[src/rtl/clk_div_ctrl.sv]
// Programmable divide-by-N clock controller: glitch-free clk_out and a tick per period.
// Divisor changes and stop requests only take effect at period boundaries.
module clk_div_ctrl #(
    parameter int W       = 8,
    parameter int DEF_DIV = 4
) (
    input  logic         clk,
    input  logic         rst,
    input  logic         en,
    input  logic         cfg_valid,
    input  logic [W-1:0] cfg_div,
    output logic         cfg_ready,
    output logic         cfg_err,
    output logic         clk_out,
    output logic         tick,
    output logic         active,
    output logic [W-1:0] cur_div
);

    typedef enum logic [1:0] {IDLE, RUN, STOP} state_t;

    localparam logic [W-1:0] DEF_DIV_W = W'(DEF_DIV);

    state_t       state_q, state_d;
    logic [W-1:0] cnt_q, cnt_d;
    logic [W-1:0] cur_div_q, cur_div_d;
    logic [W-1:0] pend_div_q, pend_div_d;
    logic         pend_vld_q, pend_vld_d;
    logic         clk_out_q, clk_out_d;
    logic         tick_q, tick_d;
    logic         active_q, active_d;
    logic         cfg_ready_q, cfg_ready_d;
    logic         cfg_err_q, cfg_err_d;

    logic         hs;
    logic         bad;
    logic         wrap;
    logic         run_d;
    logic [W:0]   half_d;

    always_comb begin
        hs   = cfg_valid & cfg_ready_q;
        bad  = hs & (cfg_div < W'(2));
        wrap = (state_q != IDLE) && (cnt_q == cur_div_q - W'(1));

        state_d    = state_q;
        cnt_d      = cnt_q;
        cur_div_d  = cur_div_q;
        pend_div_d = pend_div_q;
        pend_vld_d = pend_vld_q;

        case (state_q)
            IDLE: begin
                cnt_d = '0;
                if (hs && !bad) cur_div_d = cfg_div;
                if (en) state_d = RUN;
            end
            default: begin
                if (wrap) begin
                    cnt_d      = '0;
                    pend_vld_d = 1'b0;
                    // A divisor accepted on the wrap cycle itself skips the pending slot
                    if (pend_vld_q)       cur_div_d = pend_div_q;
                    else if (hs && !bad)  cur_div_d = cfg_div;
                end else begin
                    cnt_d = cnt_q + W'(1);
                    if (hs && !bad) begin
                        pend_div_d = cfg_div;
                        pend_vld_d = 1'b1;
                    end
                end
                if (en)                  state_d = RUN;
                else if (state_q == RUN) state_d = STOP;
                else if (wrap)           state_d = IDLE;
            end
        endcase

        // Outputs are derived from next state so every output is a plain flop
        run_d       = (state_d != IDLE);
        half_d      = ({1'b0, cur_div_d} + (W+1)'(1)) >> 1;
        clk_out_d   = run_d && ({1'b0, cnt_d} < half_d);
        tick_d      = run_d && (cnt_d == '0);
        active_d    = run_d;
        cfg_ready_d = !pend_vld_d;
        cfg_err_d   = bad;
    end

    always_ff @(posedge clk) begin
        if (rst) begin
            state_q     <= IDLE;
            cnt_q       <= '0;
            cur_div_q   <= DEF_DIV_W;
            pend_div_q  <= '0;
            pend_vld_q  <= 1'b0;
            clk_out_q   <= 1'b0;
            tick_q      <= 1'b0;
            active_q    <= 1'b0;
            cfg_ready_q <= 1'b1;
            cfg_err_q   <= 1'b0;
        end else begin
            state_q     <= state_d;
            cnt_q       <= cnt_d;
            cur_div_q   <= cur_div_d;
            pend_div_q  <= pend_div_d;
            pend_vld_q  <= pend_vld_d;
            clk_out_q   <= clk_out_d;
            tick_q      <= tick_d;
            active_q    <= active_d;
            cfg_ready_q <= cfg_ready_d;
            cfg_err_q   <= cfg_err_d;
        end
    end

    assign cfg_ready = cfg_ready_q;
    assign cfg_err   = cfg_err_q;
    assign clk_out   = clk_out_q;
    assign tick      = tick_q;
    assign active    = active_q;
    assign cur_div   = cur_div_q;

endmodule
[config.mk]
export PLATFORM = sky130hd
export DESIGN_NAME = clk_div_ctrl
export DESIGN_NICKNAME = d
export VERILOG_FILES = /design/src/rtl/clk_div_ctrl.sv
export SDC_FILE = /design/constraint.sdc
export NUM_CORES = 1
export LEC_CHECK = 0
export BUFFER_PORTS_ARGS = -buffer_cell sky130_fd_sc_hd__buf_2
export CORE_ASPECT_RATIO = 1.1
export CORE_UTILIZATION = 62
export CTS_CLUSTER_SIZE = 40
export DETAILED_ROUTE_END_ITERATION = 10
export GPL_TIMING_DRIVEN = 0
export PLACE_DENSITY = 0.93
export SLEW_MARGIN = 20
export SYNTH_ARGS = -nofsm -noshare
export SYNTH_HDL_FRONTEND = slang
export SYNTH_SLANG_ARGS = --single-unit
[constraint.sdc]
create_clock -name clk -period 11.9 [get_ports clk]
set_input_delay 1.19 -clock clk [delete_from_list [all_inputs] [get_ports clk]]
set_output_delay 1.19 -clock clk [all_outputs]
set_load 0.01 [all_outputs]
==> results_dict.tcl, run 1 <==
set metrics [dict create \
    track_usage_pct 29.6 \
    diodes 0 \
    antenna_found_initial 0 \
    end_kind "register" \
    synth-edff-count 0 \
    tightest_slew_ns 0.737 \
    synth-seq-area-share_pct 31.8 \
    synthAdderAreaFrac_pct 6.20 \
    synthTopCellsByArea "dfxtp_1 (32%), nor2_1 (8.4%), ha_1 (6.2%)" \
    syn-instance-count 248 \
    powerDensity_nw_per_um2 120 \
    syn_nets 270 \
    synthArstFlopShare_pct 0 \
    clock.fmax_ghz 0.221 \
    period_share_pct 38.0 \
    rr_worst_depth 18 \
    design.core.area_um2 3070 \
    clock-root-buffer "clkbuf_4" \
    gr-total-overflow 0 \
    setup_ws_ns 7.38 \
    synth_top_area_share_pct 31.8 \
    start_util_pct 65.6 \
    area_growth_syn_to_layout_pct 11.8 \
    ys_top_cells_by_count "nor2_1 (45), dfxtp_1 (32), nand2_1 (14)" \
    fin_tns_setup_ns 0 \
    numCtsBuffers 5 \
    fin_nets 301 \
    finalCriticalPeriod_ns 4.52 \
    finalInstanceArea_um2 2260 \
    num_rows 21 \
    cp-start-kind "input pin" \
    clk_transition_reported_paths_ns 0.10 \
    grt_pass1_wl_um 7850 \
    post-synth-top-count-cell "nor2_1" \
    rsz0062_at_grt "no" \
    synth_xor_area_share_pct 9.55 \
    instances_no_fill 314 \
    first_iter_violations 143 \
    h-tree-depth 2 \
    fp.dieH_um 61.8 \
    gp_congestion 0.949 \
    relSlewSlack_pct 50.3 \
    worstPathArrival_ns 4.81 \
    ios 25 \
    io_buffers 24 \
    die-area_um2 3490 \
    drv_slew 0 \
    postCtsResizedCells 0 \
    final_util_pct 73.4 \
    place_area_um2 2180 \
    synth_warnings 0 \
    critical_path_class "in -> reg" \
    grt_start_max_net_pins 11 \
    dp_slack_ns 7.06 \
    drive_above_1_share_pct 16.4 \
    clock_skew_ns 0.0135 \
    whs_path_depth 2 \
    cts_setup_buffers 0 \
    synthesis.area_um2 2020 \
    leakage_nw 1.00 \
    cts_tree "yes" \
    first_global_vias 1740 \
    dpl.cell_count 306 \
    drtAntennaViolNets 0 \
    hold_class "reg -> reg" \
    wl_per_cell_um 15.4 \
    power_mw 0.271 \
    ys_types 50 \
    clock_latency_ns 0.34 \
    synth_top_family_by_area "simple AND/OR/NAND/NOR gates" \
    synth.area.mux_share_pct 5.96 \
    outcome "completed" \
    clk_path_buf_depth 2 \
    crit_fanout 10 \
    die_x_um 56.4 \
    cts_sinks 32 \
    ys_ff_latch 32 \
    dp_hpwl_um 3630 \
    totalWireLength_um 4830 \
    viasPerCell 6.20 \
    cts_hold_buf 0 \
    drc 0 \
    ir_drop_v 0.000107 \
    synth_top_area_cell "dfxtp_1" \
    final_hold_viol_count 0 \
    synth-simple-area-share_pct 25.7 \
    vias 1947 \
    synthFlopType "dfxtp_1" \
    worst_hold_slack_ns 0.504 \
    required_ns 12.20 \
    syn_avg_cell_area_um2 8.13 \
    setup_viol 0 \
    synth_compound_area_share_pct 16.4 \
    drv_cap 0 \
    dr.pass1.iters 4 \
]
[state kept, by name (all words and copies together), names as in the netlist]
signal and cells:
cfg_err 1, cnt_q 8, cur_div 8, pend_vld_q 1, active 1, clk_out 1, tick 1, state_q 2
pend_div_q 8, cfg_ready 1
[power by group]
part | leakage [nW] | internal, mW | switching (mW)
clock | 0.0422 | 0.0440 | 0.0367
combinational | 0.700 | 0.0287 | 0.0420
sequential | 0.262 | 0.113 | 0.00615
[metal layers]
metal  track usage (%)  vias to the layer above  part of all wire (%)
li1                  -                      944                     -
met1              34.6                      903                    42
met2              49.5                       85                    48
met3              7.45                       15                   6.7
met4              19.5                        0                   3.1
met5                 0                        -                     0
[area by class of cell]
cell class,instances,area [µm²]
Clock inverter,2,35.0
Inverter,8,30.0
Tap cell,34,42.5
Sequential cell,32,641
Timing Repair Buffer,24,120
Buffer,12,58.8
Fill cell,231,818
Multi-Input combinational cell,196,1290
Clock buffer,6,41.3
[path summary, 6_finish.rpt]
kind,start,to,slack (ns)
hold reg to reg,pend_div_q[4]$_SDFFE_PP0P_,pend_div_q[4]$_SDFFE_PP0P_,0.50
setup reg to reg,cur_div[0]$_SDFF_PP0_,clk_out$_SDFF_PP0_,7.49
setup / recovery,cfg_div[4],clk_out$_SDFF_PP0_,7.38
hold / removal,pend_div_q[4]$_SDFFE_PP0P_,pend_div_q[4]$_SDFFE_PP0P_,0.50
[worst max-delay path: stages]
cell and delay [ns]:
buf_2 0.11, or4_1 0.58, o21bai_2 0.30, clkbuf_1 0.42, nand2_1 0.10, a32oi_1 0.30, ha_1 0.21, inv_1 0.08
nor3_2 0.24, or4b_1 0.48, ha_1 0.31, nand3_1 0.10, o22ai_1 0.09, nor3_1 0.15, o31a_1 0.16
[cell families (layout without fill, tap and decap cells)]
logic type	count (synthesis)	after routing
muxes	12	12
DFF	32	32
buffers and inverters	20	52
and+or+nand+nor	106	106
AOI/OAI and AO/OA	46	46
xor gates and xnor gates	22	22
adders and majority gates	10	10
[layout by cell type, fill, tap and decap left out, drive strengths merged, types with 2 or more instances in the layout]
| cell type | instances |
|---|---|
| nor2 | 45 |
| dfxtp | 32 |
| buf | 31 |
| nand2 | 14 |
| xor2 | 13 |
| mux2i | 12 |
| clkbuf | 11 |
| nand3 | 10 |
| ha | 10 |
| nor3 | 10 |
| xnor2 | 9 |
| inv | 8 |
| o21ai | 8 |
| a21oi | 8 |
| a31oi | 7 |
| o22ai | 6 |
| nand2b | 4 |
| nor4 | 4 |
| a32oi | 3 |
| and2 | 3 |
| or3 | 3 |
| nand4 | 2 |
| a41oi | 2 |
| a21o | 2 |
| nor2b | 2 |
| o21bai | 2 |
| and3 | 2 |
No activity file was read; power rests on OpenSTA's default activity.
==> inputs of run 2 (changes only) <==
- CORE_UTILIZATION: 62 -> 52
- PLACE_DENSITY: 0.93 -> 0.85
- clock period: 11.9 -> 3.92 ns (I/O delays scaled with it)
==> results_dict.tcl, run 2 (same netlist as run 1, synthesis figures left out) <==
set metrics [dict create \
    final_util_pct 66.6 \
    rr_worst_depth 19 \
    track_usage_pct 26.7 \
    design.core.area_um2 3680 \
    dp_slack_ns -0.354 \
    final_hold_viol_count 0 \
    clock_latency_ns 0.29 \
    clock-root-buffer "clkbuf_8" \
    antenna_found_initial 0 \
    r2r_end "clk_out$_SDFF_PP0_" \
    layout_common_cells "nor2_1 (45), dfxtp_1 (30), buf_2 (28)" \
    reg2reg_slack_ns 0.18 \
    clock_skew_ns 0.00470 \
    leakage_nw 1.07 \
    die_x_um 61.4 \
    relSlewSlack_pct 54.6 \
    worstPathArrival_ns 3.92 \
    period_share_pct 95.4 \
    fin_nets 310 \
    whs_path_depth 2 \
    required_ns 4.10 \
    end_kind "register" \
    powerDensity_nw_per_um2 363 \
    critical_path_class "reg -> reg" \
    hold_class "in -> reg" \
    clk_path_buf_depth 2 \
    die-area_um2 4130 \
    fp.dieH_um 67.3 \
    cp-start-kind "register" \
    numCtsBuffers 5 \
    viasPerCell 5.91 \
    clock.fmax_ghz 0.268 \
    drc 0 \
    finalCriticalPeriod_ns 3.74 \
    hold_path_end "state_q[1]$_SDFF_PP0_" \
    ir_drop_v 0.000254 \
    drv_cap 0 \
    drive_above_1_share_pct 25.0 \
    clk_transition_reported_paths_ns 0.06 \
    num_rows 23 \
    diodes 0 \
    tightest_slew_ns 0.678 \
    drtAntennaViolNets 0 \
    dp_hpwl_um 3630 \
    min-delay-start "en" \
    cts_sinks 32 \
    grt_pass1_wl_um 8110 \
    start_util_pct 54.8 \
    cts_tree "yes" \
    setup_ws_ns 0.182 \
    drv_slew 0 \
    layout_commonest_cell "nor2_1" \
    setup_viol 0 \
    first_iter_violations 104 \
    vias 1998 \
    h-tree-depth 2 \
    crit_fanout 6 \
    area_growth_syn_to_layout_pct 21.6 \
    outcome "completed" \
    timing.rr.start "cur_div[0]$_SDFF_PP0_" \
    io_buffers 24 \
    totalWireLength_um 5210 \
    first_global_vias 1803 \
    dr.pass1.iters 5 \
    ios 25 \
    grt_start_max_net_pins 11 \
    gp_congestion 0.958 \
    gr-total-overflow 0 \
    wl_per_cell_um 15.4 \
]
==> run 2: cell types whose count changed in the layout (fill, tap and decap cells not counted), sizes merged <==
cell / delta
clkbuf: +1
clkinv: -1
buf: +9
bufinv: -1
==> run 2: worst max path at each step <==
| stage | startpoint | end | cells past startpoint |
|---|---|---|---|
| 3_3_place_gp | cur_div[0]$_SDFF_PP0_ | clk_out$_SDFF_PP0_ | 18 |
| 5_1_grt | cfg_div[4] | clk_out$_SDFF_PP0_ | 15 |
| 4_1_cts | cur_div[0]$_SDFF_PP0_ | clk_out$_SDFF_PP0_ | 19 |
| 6_report | cur_div[0]$_SDFF_PP0_ | clk_out$_SDFF_PP0_ | 19 |
| 3_5_place_dp | cur_div[0]$_SDFF_PP0_ | clk_out$_SDFF_PP0_ | 18 |
| 2_1_floorplan | cur_div[0]$_SDFF_PP0_ | clk_out$_SDFF_PP0_ | 17 |
==> run 2: layer usage <==
| metal | GRT usage (%) | up-vias | wire length (µm) |
|---|---|---|---|
| met3 | 4.02 | 17 | 341 |
| met5 | 0 | - | 0 |
| met1 | 33.6 | 932 | 2170 |
| met2 | 43.9 | 88 | 2550 |
| li1 | - | 961 | - |
| met4 | 13.3 | 0 | 148 |
==> run 2: what timing repair did <==
item | CTS | global route
endpoints found under the setup margin | 1 | 1
hold buffers | 0 | 0
pin swaps | 4 | 8
setup buffers | 2 | 6
gates cloned | 0 | 1
gates resized for setup | 7 | 18
==> run 2: report_power, final <==
group          leakage (nW)  internal (mW)  switching (mW)
Sequential            0.263          0.344          0.0194
Clock                0.0503          0.156           0.121
Combinational         0.759          0.109           0.141
==> run 2: critical path: stages, from the launching register on <==
cell and delay, ns:
dfxtp_2 0.32, buf_6 0.12, inv_1 0.12, ha_4 0.23, xor2_1 0.14, nand3_1 0.12, a2111oi_4 0.33, and2_4 0.22
buf_6 0.11, o22ai_1 0.08, a22oi_2 0.23, ha_2 0.21, inv_2 0.05, nor3_2 0.16, or4b_4 0.50, ha_4 0.29
nand3_2 0.06, o22ai_1 0.13, nor3_1 0.08, o31a_1 0.11
==> run 2: area by class of cell <==
type / instances / area, µm²
multi-input cells: 196 / 1360
fillers: 333 / 1230
flip-flops and latches: 32 / 643
repair buffers: 33 / 185
clock buffers: 7 / 96.3
plain buffers: 12 / 71.3
well taps: 50 / 62.6
inverters: 8 / 30.0
==> run 2: per-stage QoR <==
step	hold slack, ns	instance area [µm²]	total power, mW	std cells	TNS [ns]
after floorplan	0.455	2020	0.520	248	0
after global placement	0.474	2200	0.572	322	-0.310
after detailed placement	0.486	2200	0.580	322	-0.354
after CTS	0.287	2330	0.864	331	0
after global routing	0.310	2450	0.928	338	-0.0281
final	0.287	2450	0.890	338	0
